--- config.mk ---
export PLATFORM = sky130hd
export DESIGN_NAME = sevenseg_reader_flat
export DESIGN_NICKNAME = d
export VERILOG_FILES = /design/src/rtl/sevenseg_pkg.sv /design/src/rtl/sevenseg_reader_if.sv /design/src/rtl/sevenseg_pattern_decode.sv /design/src/rtl/sevenseg_reader.sv /design/src/flat_wrapper.sv
export SDC_FILE = /design/constraint.sdc
export NUM_CORES = 1
export LEC_CHECK = 0
export CAP_MARGIN = 10
export CORE_ASPECT_RATIO = 1.5
export CORE_MARGIN = 1
export CORE_UTILIZATION = 33
export CTS_BUF_LIST = sky130_fd_sc_hd__clkbuf_4
export DETAILED_ROUTE_END_ITERATION = 16
export SYNTH_ARGS = -nofsm -noshare
export SYNTH_HDL_FRONTEND = slang
export SYNTH_HIERARCHICAL = 1
export SYNTH_SLANG_ARGS = --single-unit
--- constraint.sdc ---
create_clock -name clk -period 4.2 [get_ports clk]
set_input_delay 0.42 -clock clk [delete_from_list [all_inputs] [get_ports clk]]
set_output_delay 0.42 -clock clk [all_outputs]
set_load 0.005 [all_outputs]
--- src/rtl/sevenseg_pkg.sv ---
// Shared definitions for the active-low seven-segment display bus (encoder and reader sides).
// Segment codes are written g..a (bit 6 down to bit 0); a 0 lights the segment.
package sevenseg_pkg;

  localparam int NUM_DIGITS = 4;

  localparam int SEG_A_BIT = 0;
  localparam int SEG_B_BIT = 1;
  localparam int SEG_C_BIT = 2;
  localparam int SEG_D_BIT = 3;
  localparam int SEG_E_BIT = 4;
  localparam int SEG_F_BIT = 5;
  localparam int SEG_G_BIT = 6;

  localparam logic [6:0] SEG_0     = 7'b1000000;
  localparam logic [6:0] SEG_1     = 7'b1111001;
  localparam logic [6:0] SEG_2     = 7'b0100100;
  localparam logic [6:0] SEG_3     = 7'b0110000;
  localparam logic [6:0] SEG_4     = 7'b0011001;
  localparam logic [6:0] SEG_5     = 7'b0010010;
  localparam logic [6:0] SEG_6     = 7'b0000010;
  localparam logic [6:0] SEG_7     = 7'b1111000;
  localparam logic [6:0] SEG_8     = 7'b0000000;
  localparam logic [6:0] SEG_9     = 7'b0011000;
  localparam logic [6:0] SEG_A     = 7'b0001000;
  localparam logic [6:0] SEG_B     = 7'b0000011;
  localparam logic [6:0] SEG_C     = 7'b1000110;
  localparam logic [6:0] SEG_D     = 7'b0100001;
  localparam logic [6:0] SEG_E     = 7'b0000110;
  localparam logic [6:0] SEG_F     = 7'b0001110;
  localparam logic [6:0] SEG_BLANK = 7'b1111111;

  typedef struct packed {
    logic       legal;
    logic       blank;
    logic [3:0] nibble;
  } seg_decode_t;

  // Position of the single set bit; callers qualify one-hotness separately.
  function automatic logic [1:0] digit_index(input logic [3:0] hot);
    logic [1:0] idx;
    idx = '0;
    for (int i = 0; i < NUM_DIGITS; i++) begin
      if (hot[i]) idx = 2'(i);
    end
    return idx;
  endfunction

endpackage

--- src/rtl/sevenseg_reader_if.sv ---
// Observation bus between a seven-segment display driver (master) and the reader (slave).
// No handshake: seg/dig_n are free-running display lines; status outputs are single-cycle pulses or levels.
interface sevenseg_reader_if;
  logic [6:0]  seg;
  logic [3:0]  dig_n;
  logic [15:0] value;
  logic [3:0]  digit_valid;
  logic        value_valid;
  logic        frame_done;
  logic        pattern_err;
  logic        stale;

  modport master (
    output seg, dig_n,
    input  value, digit_valid, value_valid, frame_done, pattern_err, stale
  );

  modport slave (
    input  seg, dig_n,
    output value, digit_valid, value_valid, frame_done, pattern_err, stale
  );
endinterface

--- src/rtl/sevenseg_pattern_decode.sv ---
// Combinational inverse of the hex-to-segment table: seg pattern -> {legal, blank, nibble}.
module sevenseg_pattern_decode
  import sevenseg_pkg::*;
(
  input  logic [6:0]  seg_i,
  output seg_decode_t dec_o
);

  always_comb begin
    dec_o       = '0;
    dec_o.legal = 1'b1;
    dec_o.blank = (seg_i == SEG_BLANK);
    case (seg_i)
      SEG_0:   dec_o.nibble = 4'h0;
      SEG_1:   dec_o.nibble = 4'h1;
      SEG_2:   dec_o.nibble = 4'h2;
      SEG_3:   dec_o.nibble = 4'h3;
      SEG_4:   dec_o.nibble = 4'h4;
      SEG_5:   dec_o.nibble = 4'h5;
      SEG_6:   dec_o.nibble = 4'h6;
      SEG_7:   dec_o.nibble = 4'h7;
      SEG_8:   dec_o.nibble = 4'h8;
      SEG_9:   dec_o.nibble = 4'h9;
      SEG_A:   dec_o.nibble = 4'hA;
      SEG_B:   dec_o.nibble = 4'hB;
      SEG_C:   dec_o.nibble = 4'hC;
      SEG_D:   dec_o.nibble = 4'hD;
      SEG_E:   dec_o.nibble = 4'hE;
      SEG_F:   dec_o.nibble = 4'hF;
      default: dec_o.legal  = 1'b0;
    endcase
  end

endmodule

--- src/rtl/sevenseg_reader.sv ---
// Seven-segment bus reader: debounces each digit dwell, decodes it and assembles a 16-bit value.
// Define SEVENSEG_READER_BLANK_EN to accept the all-off pattern as a legal blank digit.
module sevenseg_reader
  import sevenseg_pkg::*;
#(
  parameter int STABLE_CYCLES  = 4,
  parameter int TIMEOUT_CYCLES = 65535
) (
  input  logic              clk,
  input  logic              rst_n,
  sevenseg_reader_if.slave  bus
);

  localparam int                IDLE_W    = $clog2(TIMEOUT_CYCLES + 1);
  localparam logic [7:0]        STAB_LAST = 8'(STABLE_CYCLES - 1);
  localparam logic [IDLE_W-1:0] IDLE_LAST = IDLE_W'(TIMEOUT_CYCLES - 1);
  localparam logic [IDLE_W-1:0] IDLE_HELD = IDLE_W'(TIMEOUT_CYCLES);
  localparam logic [IDLE_W-1:0] IDLE_ONE  = IDLE_W'(1);

  logic [6:0]        seg_q, seg_prev_q;
  logic [3:0]        dig_q, dig_prev_q;
  logic [7:0]        stab_q, stab_d;
  logic              dwell_q, dwell_d;
  logic [IDLE_W-1:0] idle_q, idle_d;
  logic [3:0]        seen_q, seen_d;
  logic [15:0]       value_q, value_d;
  logic [3:0]        digit_valid_q, digit_valid_d;
  logic              value_valid_q, value_valid_d;
  logic              frame_done_q, frame_done_d;
  logic              pattern_err_q, pattern_err_d;
  logic              stale_q, stale_d;

  logic              sel_ok, hold, capture, blank_ok, accept;
  logic [1:0]        k;
  logic [3:0]        seen_set;
  seg_decode_t       dec;

  sevenseg_pattern_decode u_decode (
    .seg_i (seg_q),
    .dec_o (dec)
  );

  assign sel_ok   = $onehot(~dig_q);
  assign hold     = sel_ok && (seg_q == seg_prev_q) && (dig_q == dig_prev_q);
  assign capture  = hold && (stab_q == STAB_LAST) && !dwell_q;
  assign k        = digit_index(~dig_q);
  assign seen_set = seen_q | (4'b0001 << k);

`ifdef SEVENSEG_READER_BLANK_EN
  assign blank_ok = dec.blank;
`else
  assign blank_ok = 1'b0;
`endif

  assign accept = dec.legal || blank_ok;

  always_comb begin
    stab_d        = hold ? ((stab_q == STAB_LAST) ? stab_q : stab_q + 8'd1) : 8'd0;
    dwell_d       = hold && (dwell_q || capture);
    idle_d        = idle_q;
    seen_d        = seen_q;
    value_d       = value_q;
    digit_valid_d = digit_valid_q;
    value_valid_d = value_valid_q;
    frame_done_d  = 1'b0;
    pattern_err_d = 1'b0;
    stale_d       = 1'b0;

    // A capture in the same cycle as the timeout wins and restarts the idle count.
    if (capture) begin
      idle_d = '0;
      if (dec.legal) begin
        value_d[4*k +: 4] = dec.nibble;
        digit_valid_d[k]  = 1'b1;
        seen_d            = seen_set;
      end else if (blank_ok) begin
        digit_valid_d[k]  = 1'b0;
        seen_d            = seen_set;
      end else begin
        digit_valid_d[k]  = 1'b0;
        pattern_err_d     = 1'b1;
      end
      if (accept && (seen_set == 4'hF)) begin
        frame_done_d  = 1'b1;
        value_valid_d = 1'b1;
        seen_d        = '0;
      end
    end else if (idle_q == IDLE_LAST) begin
      stale_d       = 1'b1;
      value_valid_d = 1'b0;
      seen_d        = '0;
      idle_d        = IDLE_HELD;
    end else if (idle_q != IDLE_HELD) begin
      idle_d = idle_q + IDLE_ONE;
    end
  end

  always_ff @(posedge clk or negedge rst_n) begin
    if (!rst_n) begin
      seg_q         <= '0;
      dig_q         <= '0;
      seg_prev_q    <= '0;
      dig_prev_q    <= '0;
      stab_q        <= '0;
      dwell_q       <= 1'b0;
      idle_q        <= '0;
      seen_q        <= '0;
      value_q       <= '0;
      digit_valid_q <= '0;
      value_valid_q <= 1'b0;
      frame_done_q  <= 1'b0;
      pattern_err_q <= 1'b0;
      stale_q       <= 1'b0;
    end else begin
      seg_q         <= bus.seg;
      dig_q         <= bus.dig_n;
      seg_prev_q    <= seg_q;
      dig_prev_q    <= dig_q;
      stab_q        <= stab_d;
      dwell_q       <= dwell_d;
      idle_q        <= idle_d;
      seen_q        <= seen_d;
      value_q       <= value_d;
      digit_valid_q <= digit_valid_d;
      value_valid_q <= value_valid_d;
      frame_done_q  <= frame_done_d;
      pattern_err_q <= pattern_err_d;
      stale_q       <= stale_d;
    end
  end

  assign bus.value       = value_q;
  assign bus.digit_valid = digit_valid_q;
  assign bus.value_valid = value_valid_q;
  assign bus.frame_done  = frame_done_q;
  assign bus.pattern_err = pattern_err_q;
  assign bus.stale       = stale_q;

endmodule

--- src/flat_wrapper.sv ---
// flat-port wrapper written by rule: the top's interface ports become plain ports
module sevenseg_reader_flat import sevenseg_pkg::*;
#(
  parameter int STABLE_CYCLES  = 4,
  parameter int TIMEOUT_CYCLES = 65535
)
  (clk, rst_n, bus_seg, bus_dig_n, bus_value, bus_digit_valid, bus_value_valid, bus_frame_done, bus_pattern_err, bus_stale);
  sevenseg_reader_if bus_i ();
  input  logic clk;
  input  logic rst_n;
  input wire logic [$bits(bus_i.seg)-1:0] bus_seg;
  input wire logic [$bits(bus_i.dig_n)-1:0] bus_dig_n;
  output wire logic [$bits(bus_i.value)-1:0] bus_value;
  output wire logic [$bits(bus_i.digit_valid)-1:0] bus_digit_valid;
  output wire logic [$bits(bus_i.value_valid)-1:0] bus_value_valid;
  output wire logic [$bits(bus_i.frame_done)-1:0] bus_frame_done;
  output wire logic [$bits(bus_i.pattern_err)-1:0] bus_pattern_err;
  output wire logic [$bits(bus_i.stale)-1:0] bus_stale;
  assign bus_i.seg = bus_seg;
  assign bus_i.dig_n = bus_dig_n;
  assign bus_value = bus_i.value;
  assign bus_digit_valid = bus_i.digit_valid;
  assign bus_value_valid = bus_i.value_valid;
  assign bus_frame_done = bus_i.frame_done;
  assign bus_pattern_err = bus_i.pattern_err;
  assign bus_stale = bus_i.stale;
  sevenseg_reader #(.STABLE_CYCLES(STABLE_CYCLES), .TIMEOUT_CYCLES(TIMEOUT_CYCLES)) u_core (.clk(clk), .rst_n(rst_n), .bus(bus_i));
endmodule
==> flow_metrics.py, run 1 <==
metrics = {
    "outcome": {
        "status": "finished, final reports clean",
    },
    "timing": {
        "hold_viol_final": 0,
        "max_slew.worst_pin.slew_ns": 0.950,
        "period_minus_slack_ns": 3.55,
        "fin_tns_setup_ns": 0,
        "setup_viol": 0,
        "fin_skew_ns": 0.0208,
        "post-route-period-util_pct": 84.5,
        "max_slew_margin_pct": 36.7,
        "holdWs_ns": 0.0835,
        "rsz0062_at_grt": "no",
        "max_freq_mhz": 282,
        "final-max-slew-violation-count": 0,
    },
    "pwr": {
        "irDropWorstVdd_uv": 131,
        "clkPwrFrac_pct": 34.2,
        "swShare_pct": 26.0,
        "p_leak_uw": 0.00199,
        "p_sw_uw": 330,
        "power.internal_uw": 941,
        "power_frac_seq_pct": 59.1,
        "combPwrFrac_pct": 6.7,
        "powerDensity_mw_per_mm2": 285,
    },
    "setup_path": {
        "worstSetupStartpointType": "flip-flop",
        "path_class": "flip-flop to flip-flop",
        "critPathMaxFanout": 15,
        "cp-end-kind": "flip-flop",
        "ff2ff_path_depth": 9,
        "crit_end": "u_core/seen_q[3]",
        "arrival_ns": 3.85,
        "required_ns": 4.51,
        "crit-reg2reg-capture": "u_core/seen_q[3]",
        "cp-startpoint": "u_core/dig_q[2]",
        "reg2reg_slack_ns": 0.65,
        "timing.rr.start": "u_core/dig_q[2]",
    },
    "yosys": {
        "syn_nets": 403,
        "avgSynthCellArea_sq_um": 10.3,
        "synth_warnings": 6,
        "syn_inst": 376,
        "syn_area_sq_mm": 0.00387,
    },
    "routing": {
        "drtIter0Drc": 196,
        "via_per_inst": 4.93,
        "drtAntennaViolNets": 0,
        "wl_mm": 7.69,
        "drt_drc_violations_left": 0,
        "vias": 2791,
        "drt_first_pass_iters": 4,
        "wl_per_cell_microns": 13.6,
    },
    "clock_tree": {
        "clk_pin_slew_ns": 0.12,
        "cts_tree": "done",
        "root_buffer": "clkbuf_4",
        "cts_made_buffers": 9,
        "htree_levels": 3,
        "clock_path_buffers": 2,
        "cts_resized": 0,
        "post_cts_buffers": 0,
        "cts_hold_buf": 0,
        "insertion_delay_ns": 0.45,
        "clock-sinks": 75,
    },
    "floorplanning": {
        "dieWidth_microns": 90.5,
        "start_util_pct": 33.8,
        "row_count": 48,
        "die-area_sq_mm": 0.0122,
        "die_height_microns": 135,
        "core_region_area_sq_mm": 0.0115,
        "io_pins": 37,
    },
    "global_route": {
        "antenna_found_initial": 1,
        "grt_pass1_wl_mm": 13.1,
        "grt_max_degree": 76,
        "grt_pass1_vias": 2743,
        "grt_overflow_total": 0,
        "track_usage_pct": 13.7,
    },
    "cells_and_area": {
        "fillers": 1130,
        "syn2layout_area_growth_pct": 15.3,
        "drive_gt1_share_pct": 9.88,
        "nets": 439,
    },
    "placement": {
        "routabilityCongestion": 0.758,
        "hpwl_mm": 5.34,
        "port_buffers": 36,
    },
    "job": {
        "cap_violations": 0,
    },
    "min_path": {
        "hold_path.class": "input pin to async pin",
    },
}
==> power by group through the flow <==
stage               logic, uW  clock network [uW]  registers (uW)
floorplan                58.0                   0             755
detailed placement       86.6                   0             765
global route             97.3                 475             753
global placement         85.2                   0             764
finish                   85.1                 435             750
CTS                      87.0                 449             750
==> stage by stage <==
| step | utilization, % | power (uW) | setup WS, ns | cell area (sq um) | std cells |
|---|---|---|---|---|---|
| floorplan | - | 813 | 1.26 | 3870 | 376 |
| global placement | 37.8 | 849 | 0.753 | 4340 | 551 |
| detailed placement | 37.8 | 851 | 0.625 | 4340 | 551 |
| CTS | 38.9 | 1290 | 0.610 | 4460 | 565 |
| global route | 38.9 | 1330 | 0.348 | 4460 | 566 |
| finish | 38.9 | 1270 | 0.652 | 4460 | 566 |
==> registers in the layout, indices dropped and copies added, names as in the netlist, 4 cells and up, named ones only <==
name / count
u_core/dig_prev_q: 4
u_core/seg_q: 7
u_core/stab_q: 8
u_core/seg_prev_q: 7
u_core/dig_q: 4
u_core/seen_q: 4
u_core/bus.value: 16
u_core/idle_q: 16
==> worst min path at each step <==
stage	startpoint	endpoint	slack, ns	depth (start not counted)
after floorplan	rst_n	async pin	0.12	0
after global placement	u_core/dig_q[0]	u_core/dig_prev_q[0]	0.44	0
after detailed placement	u_core/dig_q[0]	u_core/dig_prev_q[0]	0.45	0
after CTS	rst_n	u_core/idle_q[6]	0.13	1
after global routing	rst_n	u_core/bus.value[6]	0.15	1
final	rst_n	u_core/bus.value[6]	0.08	1
==> cells in the final DEF (no fill, tap or decap), types with 3 or more instances in the layout <==
cell,n
nor3b_1,5
mux2_4,4
nor4_1,3
ha_1,13
nand3_4,4
mux2i_1,18
nand2_2,3
xnor2_1,3
o21ai_1,3
nor3_1,10
inv_1,25
xor2_1,24
a21oi_1,19
dfrtp_1,75
and4_1,3
clkbuf_4,9
nand2_1,44
and3_1,5
nand3_1,8
clkdlybuf4s50_1,35
nor2_1,30
nand4_1,8
o21ai_0,11
==> worst max-delay path, cell delays in order, from the launching register on <==
cell     delay (ns)
dfrtp_1        0.47
fa_1           0.52
inv_1          0.04
ha_1           0.17
ha_1           0.27
or3b_1         0.36
nor4_1         0.34
nand3_1        0.42
nor2_2         0.61
o21ai_0        0.20
==> final cells by class <==
| class | instances | area [sq um] | share of cell area (%) |
|---|---|---|---|
| Antenna cell | 1 | 2.50 | 0.0561 |
| Clock buffer | 9 | 67.6 | 1.51 |
| Clock inverter | 5 | 56.3 | 1.26 |
| Inverter | 25 | 93.8 | 2.10 |
| Multi-Input combinational cell | 264 | 1810 | 40.6 |
| Sequential cell | 75 | 1880 | 42.0 |
| Tap cell | 150 | 188 | 4.20 |
| Timing Repair Buffer | 37 | 365 | 8.18 |
==> metal layers <==
layer	GRT usage, %	vias to the layer above	routed length, microns
li1	-	1365	-
met3	2.82	13	260
met1	15.9	1346	3260
met4	8.15	0	190
met5	0	-	0
met2	23.5	67	3980
Note: power is estimated with default switching activity, not from simulation.
==> inputs of run 2 (changes only) <==
clock period = 2.9 ns   (was 4.2 ns; I/O delays follow)
==> run 2 against run 1 <==
Compared with the run above:
- clock skew is 0.0038 ns lower
- power is 46% higher
- global-route usage is 0.17 points higher
- the run now ends with negative hold slack left
==> flow_metrics.py, run 2 (synthesized netlist as in run 1, its figures left out) <==
metrics = {
    "cells_and_area": {
        "fin_cells": 579,
        "final_util_pct": 40.2,
        "syn2layout_area_growth_pct": 18.9,
        "final_area_sq_mm": 0.00461,
        "most-common-layout-cells": "75 x dfrtp_1, 44 x nand2_1, 35 x clkdlybuf4s50_1",
        "antennaDiodeCount": 0,
        "final_common_cell": "dfrtp_1",
        "nets": 451,
        "fillers": 1114,
        "drive_gt1_share_pct": 13.3,
        "regArea_sq_mm": 0.00188,
        "multi_input_area_sq_mm": 0.00184,
    },
    "routing": {
        "vias": 2798,
        "drtAntennaViolNets": 0,
        "drt_drc_violations_left": 0,
        "drt_first_pass_iters": 4,
        "wl_mm": 7.74,
        "drtIter0Drc": 123,
        "via_per_inst": 4.83,
        "wl_per_cell_microns": 13.4,
    },
    "timing": {
        "rsz0062_at_grt": "yes",
        "final-max-slew-violation-count": 0,
        "max_freq_mhz": 357,
        "post-route-period-util_pct": 96.7,
        "max_slew.worst_pin.slew_ns": 0.940,
        "setup_viol": 0,
        "holdWs_ns": -0.00955,
        "max_slew_margin_pct": 37.4,
        "hold_viol_final": 5,
        "period_minus_slack_ns": 2.80,
        "fin_skew_ns": 0.0171,
    },
    "clock_tree": {
        "root_buffer": "clkbuf_4",
        "cts_hold_buf": 0,
        "cts_tree": "done",
        "htree_levels": 3,
        "insertion_delay_ns": 0.43,
        "clock-sinks": 75,
        "cts_made_buffers": 9,
        "clk_pin_slew_ns": 0.13,
        "clock_path_buffers": 2,
    },
    "placement": {
        "dp.cells": 561,
        "port_buffers": 36,
        "routabilityCongestion": 0.763,
        "placed_cell_area_sq_mm": 0.00442,
        "hpwl_mm": 5.52,
    },
    "setup_path": {
        "worstSetupStartpointType": "flip-flop",
        "cp-startpoint": "u_core/dig_q[0]",
        "timing.rr.start": "u_core/dig_q[0]",
        "ff2ff_path_depth": 10,
        "cp-end-kind": "flip-flop",
        "arrival_ns": 3.16,
        "critPathMaxFanout": 7,
        "required_ns": 3.26,
        "path_class": "flip-flop to flip-flop",
    },
    "pwr": {
        "powerDensity_mw_per_mm2": 402,
        "irDropWorstVdd_uv": 146,
        "p_leak_uw": 0.00206,
        "total_power_uw": 1850,
    },
    "global_route": {
        "antenna_found_initial": 0,
        "track_usage_pct": 13.9,
        "grt_max_degree": 76,
        "grt_overflow_total": 0,
        "grt_pass1_wl_mm": 13.6,
        "grt_pass1_vias": 2837,
    },
    "outcome": {
        "violations": "negative hold slack",
        "status": "finished, violations left",
    },
    "floorplanning": {
        "start_util_pct": 33.8,
        "core_region_area_sq_mm": 0.0115,
        "die-area_sq_mm": 0.0122,
        "io_pins": 37,
        "dieWidth_microns": 90.5,
        "row_count": 48,
        "die_height_microns": 135,
    },
    "job": {
        "cap_violations": 0,
    },
    "min_path": {
        "hold_path.class": "input pin to async pin",
    },
}
-- run 2: path summary, 6_finish.rpt --
| path | to | slack (ns) |
|---|---|---|
| min in group clk | u_core/dig_q[0] | 0.30 |
| worst min-delay path | u_core/idle_q[10] | -0.01 |
| worst max-delay path | u_core/bus.value[9] | 0.1 |
| worst min register to register | u_core/dig_prev_q[3] | 0.52 |
| worst max register to register | u_core/bus.value[9] | 0.1 |
| max in group asynchronous | u_core/seg_q[0] | 2.30 |
-- run 2: report_power, final --
group / switching, uW / internal [uW]
sequential: 16.8 / 1060
combinational: 86.9 / 57.4
clock: 366 / 265
-- run 2: repair_timing --
action | 4_1_cts | 5_1_grt
endpoints found under the setup margin | 5 | 40
buffers inserted | 2 | 0
resized for setup | 0 | 2
gates cloned | 0 | 0
pin swaps | 2 | 1
-- run 2: critical path, stage by stage, from the launching register on --
cell and delay, ns:
dfrtp_1 0.42, fa_1 0.54, inv_1 0.05, ha_2 0.18, ha_4 0.20, or3b_1 0.36, nor4_2 0.18, and4_4 0.38
buf_12 0.14, nand3_4 0.11, mux2i_1 0.19
-- run 2: final cells by class --
class | count | share of cell area (%)
Sequential cell | 75 | 40.7
Multi-Input combinational cell | 264 | 39.9
Timing Repair Buffer | 49 | 10.4
Tap cell | 150 | 4.07
Inverter | 25 | 2.04
Clock buffer | 10 | 1.63
Clock inverter | 6 | 1.22
-- run 2: metrics by stage --
stage,TNS (ns),setup WS [ns]
floorplan,0,0.107
global placement,0,0.0353
detailed placement,-0.0908,-0.0292
CTS,-0.00208,-0.00208
global route,-0.303,-0.0453
finish,0,0.0956
-- run 2: metal layers --
metal	wire length, microns	GRT usage, %	vias up
met5	0	0	-
met4	148	6.27	0
met3	221	3.04	11
met2	4040	24.3	41
met1	3330	16.3	1357
li1	-	-	1389
